**src/rtl/ram_port_arbiter.sv**
```systemverilog
// Two-requester front end for the single-port data RAM: arbitrates m0/m1, latches one
// request, screens it for alignment/range/encoding errors, then runs one RAM access.
module ram_port_arbiter #(
  parameter int ADDR_WIDTH = 11,
  parameter bit FIXED_PRIO = 1'b0
) (
  input  logic        clk,
  input  logic        rst,
  input  logic        m0_valid,
  output logic        m0_ready,
  input  logic        m0_we,
  input  logic [2:0]  m0_access,
  input  logic [31:0] m0_addr,
  input  logic [31:0] m0_wdata,
  output logic        m0_resp_valid,
  output logic [31:0] m0_rdata,
  output logic        m0_err,
  input  logic        m1_valid,
  output logic        m1_ready,
  input  logic        m1_we,
  input  logic [2:0]  m1_access,
  input  logic [31:0] m1_addr,
  input  logic [31:0] m1_wdata,
  output logic        m1_resp_valid,
  output logic [31:0] m1_rdata,
  output logic        m1_err,
  output logic        ram_load,
  output logic        ram_store,
  output logic [2:0]  ram_access,
  output logic [31:0] ram_addr,
  output logic [31:0] ram_data_in,
  input  logic [31:0] ram_data_out
);
  typedef enum logic [1:0] {IDLE, ACCESS, RESP} state_t;
  typedef struct packed {
    logic        we;
    logic [2:0]  access;
    logic [31:0] addr;
    logic [31:0] wdata;
  } req_t;

  state_t            state;
  req_t              req_q, req_in;
  logic              owner, last_grant, err_q, gnt1, hs, err_in;
  logic [1:0]        resp_v, resp_err;
  logic [1:0][31:0]  rdata_q;

  function automatic logic chk_err(input req_t r);
    logic bad;
    bad = 1'b0;
    case (r.access)
      3'b000, 3'b100: bad = 1'b0;
      3'b001, 3'b101: bad = r.addr[0];
      3'b010:         bad = |r.addr[1:0];
      default:        bad = 1'b1;
    endcase
    // Stores have no sign/zero-extended forms.
    if (r.we && r.access[2]) bad = 1'b1;
    if ((r.addr >> ADDR_WIDTH) != 32'd0) bad = 1'b1;
    return bad;
  endfunction

  // last_grant: 0 = m0, 1 = m1. m1 wins a tie only when m0 went last.
  assign gnt1     = m1_valid && (!m0_valid || (!FIXED_PRIO && !last_grant));
  assign m0_ready = (state == IDLE) && m0_valid && !gnt1;
  assign m1_ready = (state == IDLE) && gnt1;
  assign hs       = (state == IDLE) && (m0_valid || m1_valid);
  assign req_in   = gnt1 ? '{m1_we, m1_access, m1_addr, m1_wdata}
                         : '{m0_we, m0_access, m0_addr, m0_wdata};
  assign err_in   = chk_err(req_in);

  assign ram_access    = req_q.access;
  assign ram_addr      = req_q.addr;
  assign ram_data_in   = req_q.wdata;
  assign m0_resp_valid = resp_v[0];
  assign m1_resp_valid = resp_v[1];
  assign m0_err        = resp_err[0];
  assign m1_err        = resp_err[1];
  assign m0_rdata      = rdata_q[0];
  assign m1_rdata      = rdata_q[1];

  always_ff @(posedge clk or negedge rst) begin
    if (!rst) begin
      state      <= IDLE;
      req_q      <= '0;
      owner      <= 1'b0;
      last_grant <= 1'b1;
      err_q      <= 1'b0;
      ram_load   <= 1'b0;
      ram_store  <= 1'b0;
      resp_v     <= '0;
      resp_err   <= '0;
      rdata_q    <= '0;
    end else begin
      resp_v <= '0;
      case (state)
        IDLE: if (hs) begin
          owner      <= gnt1;
          last_grant <= gnt1;
          req_q      <= req_in;
          err_q      <= err_in;
          ram_load   <= !req_in.we && !err_in;
          ram_store  <= req_in.we && !err_in;
          state      <= ACCESS;
        end
        ACCESS: begin
          ram_load        <= 1'b0;
          ram_store       <= 1'b0;
          rdata_q[owner]  <= ram_load ? ram_data_out : 32'd0;
          resp_err[owner] <= err_q;
          resp_v[owner]   <= 1'b1;
          state           <= RESP;
        end
        default: state <= IDLE;
      endcase
    end
  end
endmodule

```
**config.mk**
```make
export PLATFORM = sky130hd
export DESIGN_NAME = ram_port_arbiter
export DESIGN_NICKNAME = d
export VERILOG_FILES = /design/src/rtl/ram_port_arbiter.sv
export SDC_FILE = /design/constraint.sdc
export NUM_CORES = 1
export LEC_CHECK = 0
export CORE_AREA = 3 3 151 153
export CTS_CLUSTER_DIAMETER = 60
export DETAILED_ROUTE_END_ITERATION = 16
export DIE_AREA = 0 0 154 156
export SLEW_MARGIN = 5
export SYNTH_ARGS = -nofsm -noshare
export SYNTH_HDL_FRONTEND = slang
export SYNTH_SLANG_ARGS = --single-unit
```
**constraint.sdc**
```tcl
create_clock -name clk -period 2.1 [get_ports clk]
set_input_delay 0.42 -clock clk [delete_from_list [all_inputs] [get_ports clk]]
set_output_delay 0.42 -clock clk [all_outputs]
set_load 0.005 [all_outputs]
```
After elaboration in Yosys (flattened, before gate mapping)
Index checks and enable logic that the tools add are counted.
{ "op_classes": {"magnitude_cmp": 2, "eq_ne": 6, "n_mux": 18, "n_reduce_logical": 25} }
{ "op_table": {"columns": ["operator", "n"], "rows": [
  ["2-to-1 mux 68 bit", 1],
  ["bitwise mux 64 bit", 1],
  ["2-to-1 mux 32 bit", 2],
  ["demux 32 bit (select 1 bit)", 1],
  ["nonzero test 32 bit", 1],
  ["logical AND 1 bit", 9],
  ["== test 3 bit, second input constant", 2],
  ["OR reduction 2 bit", 3],
  ["logical NOT 1 bit", 5],
  ["2-to-1 mux 1 bit", 5],
  ["2-to-1 mux 2 bit", 2],
  ["case mux 1 bit (2 select lines)", 2],
  ["case mux 2 bit (2 select lines)", 1],
  ["AND reduction 2 bit", 2],
  ["== test 3 x 1 -> 1 bit, second input constant", 1],
  ["== test 3 x 2 -> 1 bit, second input constant", 1],
  ["logical NOT 3 bit", 1],
  ["case mux 1 bit (3 select lines)", 1],
  ["bitwise mux 2 bit", 1],
  ["== test 2 x 1 -> 1 bit, second input constant", 1],
  ["logical NOT 2 bit", 1],
  ["logical OR 1 bit", 2],
  ["less-than comparator 1 x 2 -> 1 bit, second input constant", 1],
  ["!= test 2 bit, second input constant", 1],
  ["other kinds (3)", 3]
]} }
{ "word_totals": {"register_bits": 142, "output_inout_bits": 139} }

Logic depth before layout (Yosys ltp)
{ "depth": {"ltp_word": 13, "depth_mapped": 7} }

Least setup slack after synthesis
OpenSTA, ideal clock, no wires.
{ "synth_timing": {"path_type": "in2reg", "start": "input port m0_addr[30]", "end": "register err_q", "setup_ns": 0.119, "t_arrival_ns": 1.644, "required_ns": 1.981, "path_slack_ns": 0.337, "stages": 5, "cell_sequence": "or4_1 -> nor4_2 -> nand4b_1 -> a221o_1 -> o21a_1"} }
{ "synth_via": {"elab_chain_cells": 3} }
{ "synth_lines": {"columns": ["element", "line_no", "text"], "rows": [
  ["start: declaration", "13", "input logic [31:0] m0_addr,"],
  ["2-to-1 mux 68 bit", "68", "assign req_in = gnt1 ? '{m1_we, m1_access, m1_addr, m1_wdata}"],
  ["nonzero test 32 bit", "59", "if ((r.addr >> ADDR_WIDTH) != 32'd0) bad = 1'b1;"],
  ["2-to-1 mux 1 bit", "59", null],
  ["end signal: assignment", "101", "err_q <= err_in;"],
  ["end: declaration", "44", "logic owner, last_grant, err_q, gnt1, hs, err_in;"]
]} }
No other way between the ends.
A chain may end at the register's enable or synchronous reset.

Worst setup path in the final report
{ "layout_timing": {"start": "input port m1_valid", "end": "output port m1_ready"} }
{ "layout_via": {"elab_chain_cells": 2} }
{ "layout_lines": {"columns": ["element", "line_no", "text"], "rows": [
  ["start: declaration", "18", "input logic m1_valid,"],
  ["logical AND 1 bit", "64", "assign gnt1 = m1_valid && (!m0_valid || (!FIXED_PRIO && !last_grant));"],
  ["logical AND 1 bit", "66", "assign m1_ready = (state == IDLE) && gnt1;"],
  ["end: declaration", "19", "output logic m1_ready,"]
]} }
No other way between the ends.

==> reports/qor.yml <==
avgSynthCellArea_sq_um: 10.1
cts_tree: "built"
maxSlewViolCount: 0
n_antenna_cell: 0
clk_path_buf_depth: 2
ir_drop_mv: 0.527
dieArea_sq_mm: 0.0240
synth_flop_cell: "dfrtp_1"
hold_class: "flip-flop to flip-flop"
combPwrFrac_pct: 35.6
swShare_pct: 30.7
syn_to_final_growth_pct: 70.4
r2r_setup_slack_ns: 0.34
critical_path_class: "input port to output port"
start_kind: "input port"
multi_input_area_sq_mm: 0.00227
final_cell_mix: "clkdlybuf4s50_1, nand2_1, dfrtp_1, o21ai_0, mux2i_1"
p_per_area_mw_per_mm2: 1080
max-cap-violations: 0
rr_endpoint: "err_q"
fp-row-count: 54
vias: 5280
gp_congestion: 0.808
synth_xor_xnor_area_share_pct: 0
finalSetupViolations: 0
cts-root-buf: "clkbuf_16"
netlist_area_sq_mm: 0.00598
hold_viol: 0
max_stage_delay_ns: 0.48
ant_nets: 0
syn-num-nets: 765
yosysWarnings: 0
pwr-share-clk_pct: 29.1
ys_seq_area_share_pct: 59.5
muxShareOfSynthArea_pct: 11.8
grt_pass1_vias: 5418
p_int_uw: 7610
routed_wirelength_um: 18900
synth_edf_count: 0
p_leak_uw: 0.00431
skew_ns: 0.0110
async_reset_ff_share_pct: 100
synth_top_family_by_area: "simple AND/OR/NAND/NOR gates"
fmax_mhz: 504
cp-end-kind: "output port"
num-fill-cells: 2074
ys_types: 28
antenna_found_initial: 0
grt_start_max_net_pins: 85
crit_fanout: 4
die_x_um: 154
place_hpwl_um: 14500
drc_errors: 0
critPathRequiredTime_ns: 1.68
final_cells: 1199
reg2reg_depth: 7
synth_compound_area_share_pct: 12.6
dr.first_iter.drc_count: 207
worstHoldStart: "ram_data_in[6]"
p_seq_share_pct: 35.3
mostFrequentLayoutCell: "clkdlybuf4s50_1"
synth-seq-cells: 142
critPathArrivalTime_ns: 1.56
power_switching_uw: 3380
post_cts_buffers: 0
setup_tns_ns: 0
htree_levels: 4
fin_crit_sh_pct: 94.4
clock_latency_ns: 0.41
rsz0062_at_grt: "false"
wl_per_cell_um: 15.8
drive_above_1_share_pct: 7.29
cp_cell_sequence: "clkdlybuf4s50_1 -> a21boi_4 -> and2_1 -> dlygate4sd2_1"
start_util_pct: 27.6
synth_adder_area_share_pct: 0
grt-ovfl-total: 0
slew_headroom_pct: 67.0
hold_path_depth: 2
syn-instance-count: 593
cts.sinks: 142
tritoncts.num_buffers: 17
grt_usage_pct: 15.6
min_to: "ram_data_in[6]"
grt_first_pass_wirelength_um: 29700
tightestPinTransition_ns: 0.495
drt-vias-per-instance: 4.40
ff_latch_area_sq_mm: 0.00355
min_period_ns: 1.98
power_uw: 11000
die_h_um: 156
slowest_stage: "clkdlybuf4s50_1"
yosys.area_share.simple_pct: 13.1
r2r-start: "last_grant"
nets: 1079
status: "finished clean"
port_buffers: 310
dr.pass1.iters: 4
placedCellCount: 1167
pin_count: 311
cts.clk_slew.worst_paths_ns: 0.06
core_sq_mm: 0.0217
==> cell usage after synthesis (all sizes together), types with 3 or more instances <==
cell type	count	share of area [%]
inv	4	0.25
clkbuf	31	1.9
nor4	9	1.0
nand2b	3	0.31
buf	10	0.84
mux2i	68	11
o21ai	134	11
nor2	4	0.25
nand2	168	11
dfrtp	141	59
==> stage by stage <==
step	instance area, sq um	hold WS (ns)	setup WS [ns]	util [%]
after floorplan	5980	0.124	0.337	-
after global placement	9560	0.410	-0.205	44.1
after detailed placement	9560	0.408	-0.247	44.1
after CTS	10200	0.483	0.0986	47.0
after global routing	10200	0.502	0.0425	47.0
final	10200	0.475	0.117	47.0
==> state kept, by name (all words and copies together) (netlist names) <==
register	flops
ram_data_in	32
ram_store	1
m0_rdata	32
resp_v	2
state	2
last_grant	1
owner	1
m1_rdata	32
ram_addr	32
err_q	1
ram_access	3
resp_err	2
ram_load	1
==> cells by family after synthesis <==
group | count (synthesis)
AOI/OAI and AO/OA | 143
muxes | 70
and+or+nand+nor | 193
buffers and inverters | 45
DFF | 142
==> power groups by stage <==
stage	combinational (uW)	sequential [uW]	clock (uW)
2_1_floorplan	1480	3950	0
3_3_place_gp	4000	3900	0
3_5_place_dp	4020	3910	0
4_1_cts	4010	3890	3300
5_1_grt	4370	4000	3410
6_report	3910	3880	3200
==> what timing repair did <==
item / 4_1_cts / 5_1_grt
endpoints found under the hold margin: 44 / 0
hold buffers: 1 / 0
endpoints found under the setup margin: 2 / 0
gates resized for setup: 3 / 0
==> worst max-delay path: cells and delay by family <==
| kind | cells | cell delay (ns) |
|---|---|---|
| compound gates | 1 | 0.21 |
| simple gates | 1 | 0.18 |
| buf+inv | 2 | 0.75 |
==> area by class of cell <==
| cell class | count | share of cell area, % |
|---|---|---|
| multi-input combinational | 406 | 22.3 |
| inverter | 4 | 0.147 |
| tap | 280 | 3.44 |
| timing repair buffer | 336 | 33.1 |
| clock inverter | 13 | 1.86 |
| clock buffer | 18 | 4.21 |
| sequential | 142 | 34.9 |
==> how the worst max path moves through the flow <==
stage,end,start,depth (start not counted),slack [ns]
global placement,err_q,m0_addr[30],6,-0.20
finish,m1_ready,m1_valid,4,0.12
floorplan,err_q,m0_addr[30],5,0.34
detailed placement,err_q,m0_addr[30],6,-0.25
CTS,m1_ready,m1_valid,4,0.1
global route,m1_ready,m0_valid,4,0.04
==> per-layer routing <==
metal	share of wire, %	global-route usage (%)	up-vias
met5	0	0	-
met4	2.0	5.59	0
met3	9.6	6.44	20
met2	46	25.0	223
met1	42	19.0	2386
li1	-	-	2651
Power figures use the tool's default switching activity.
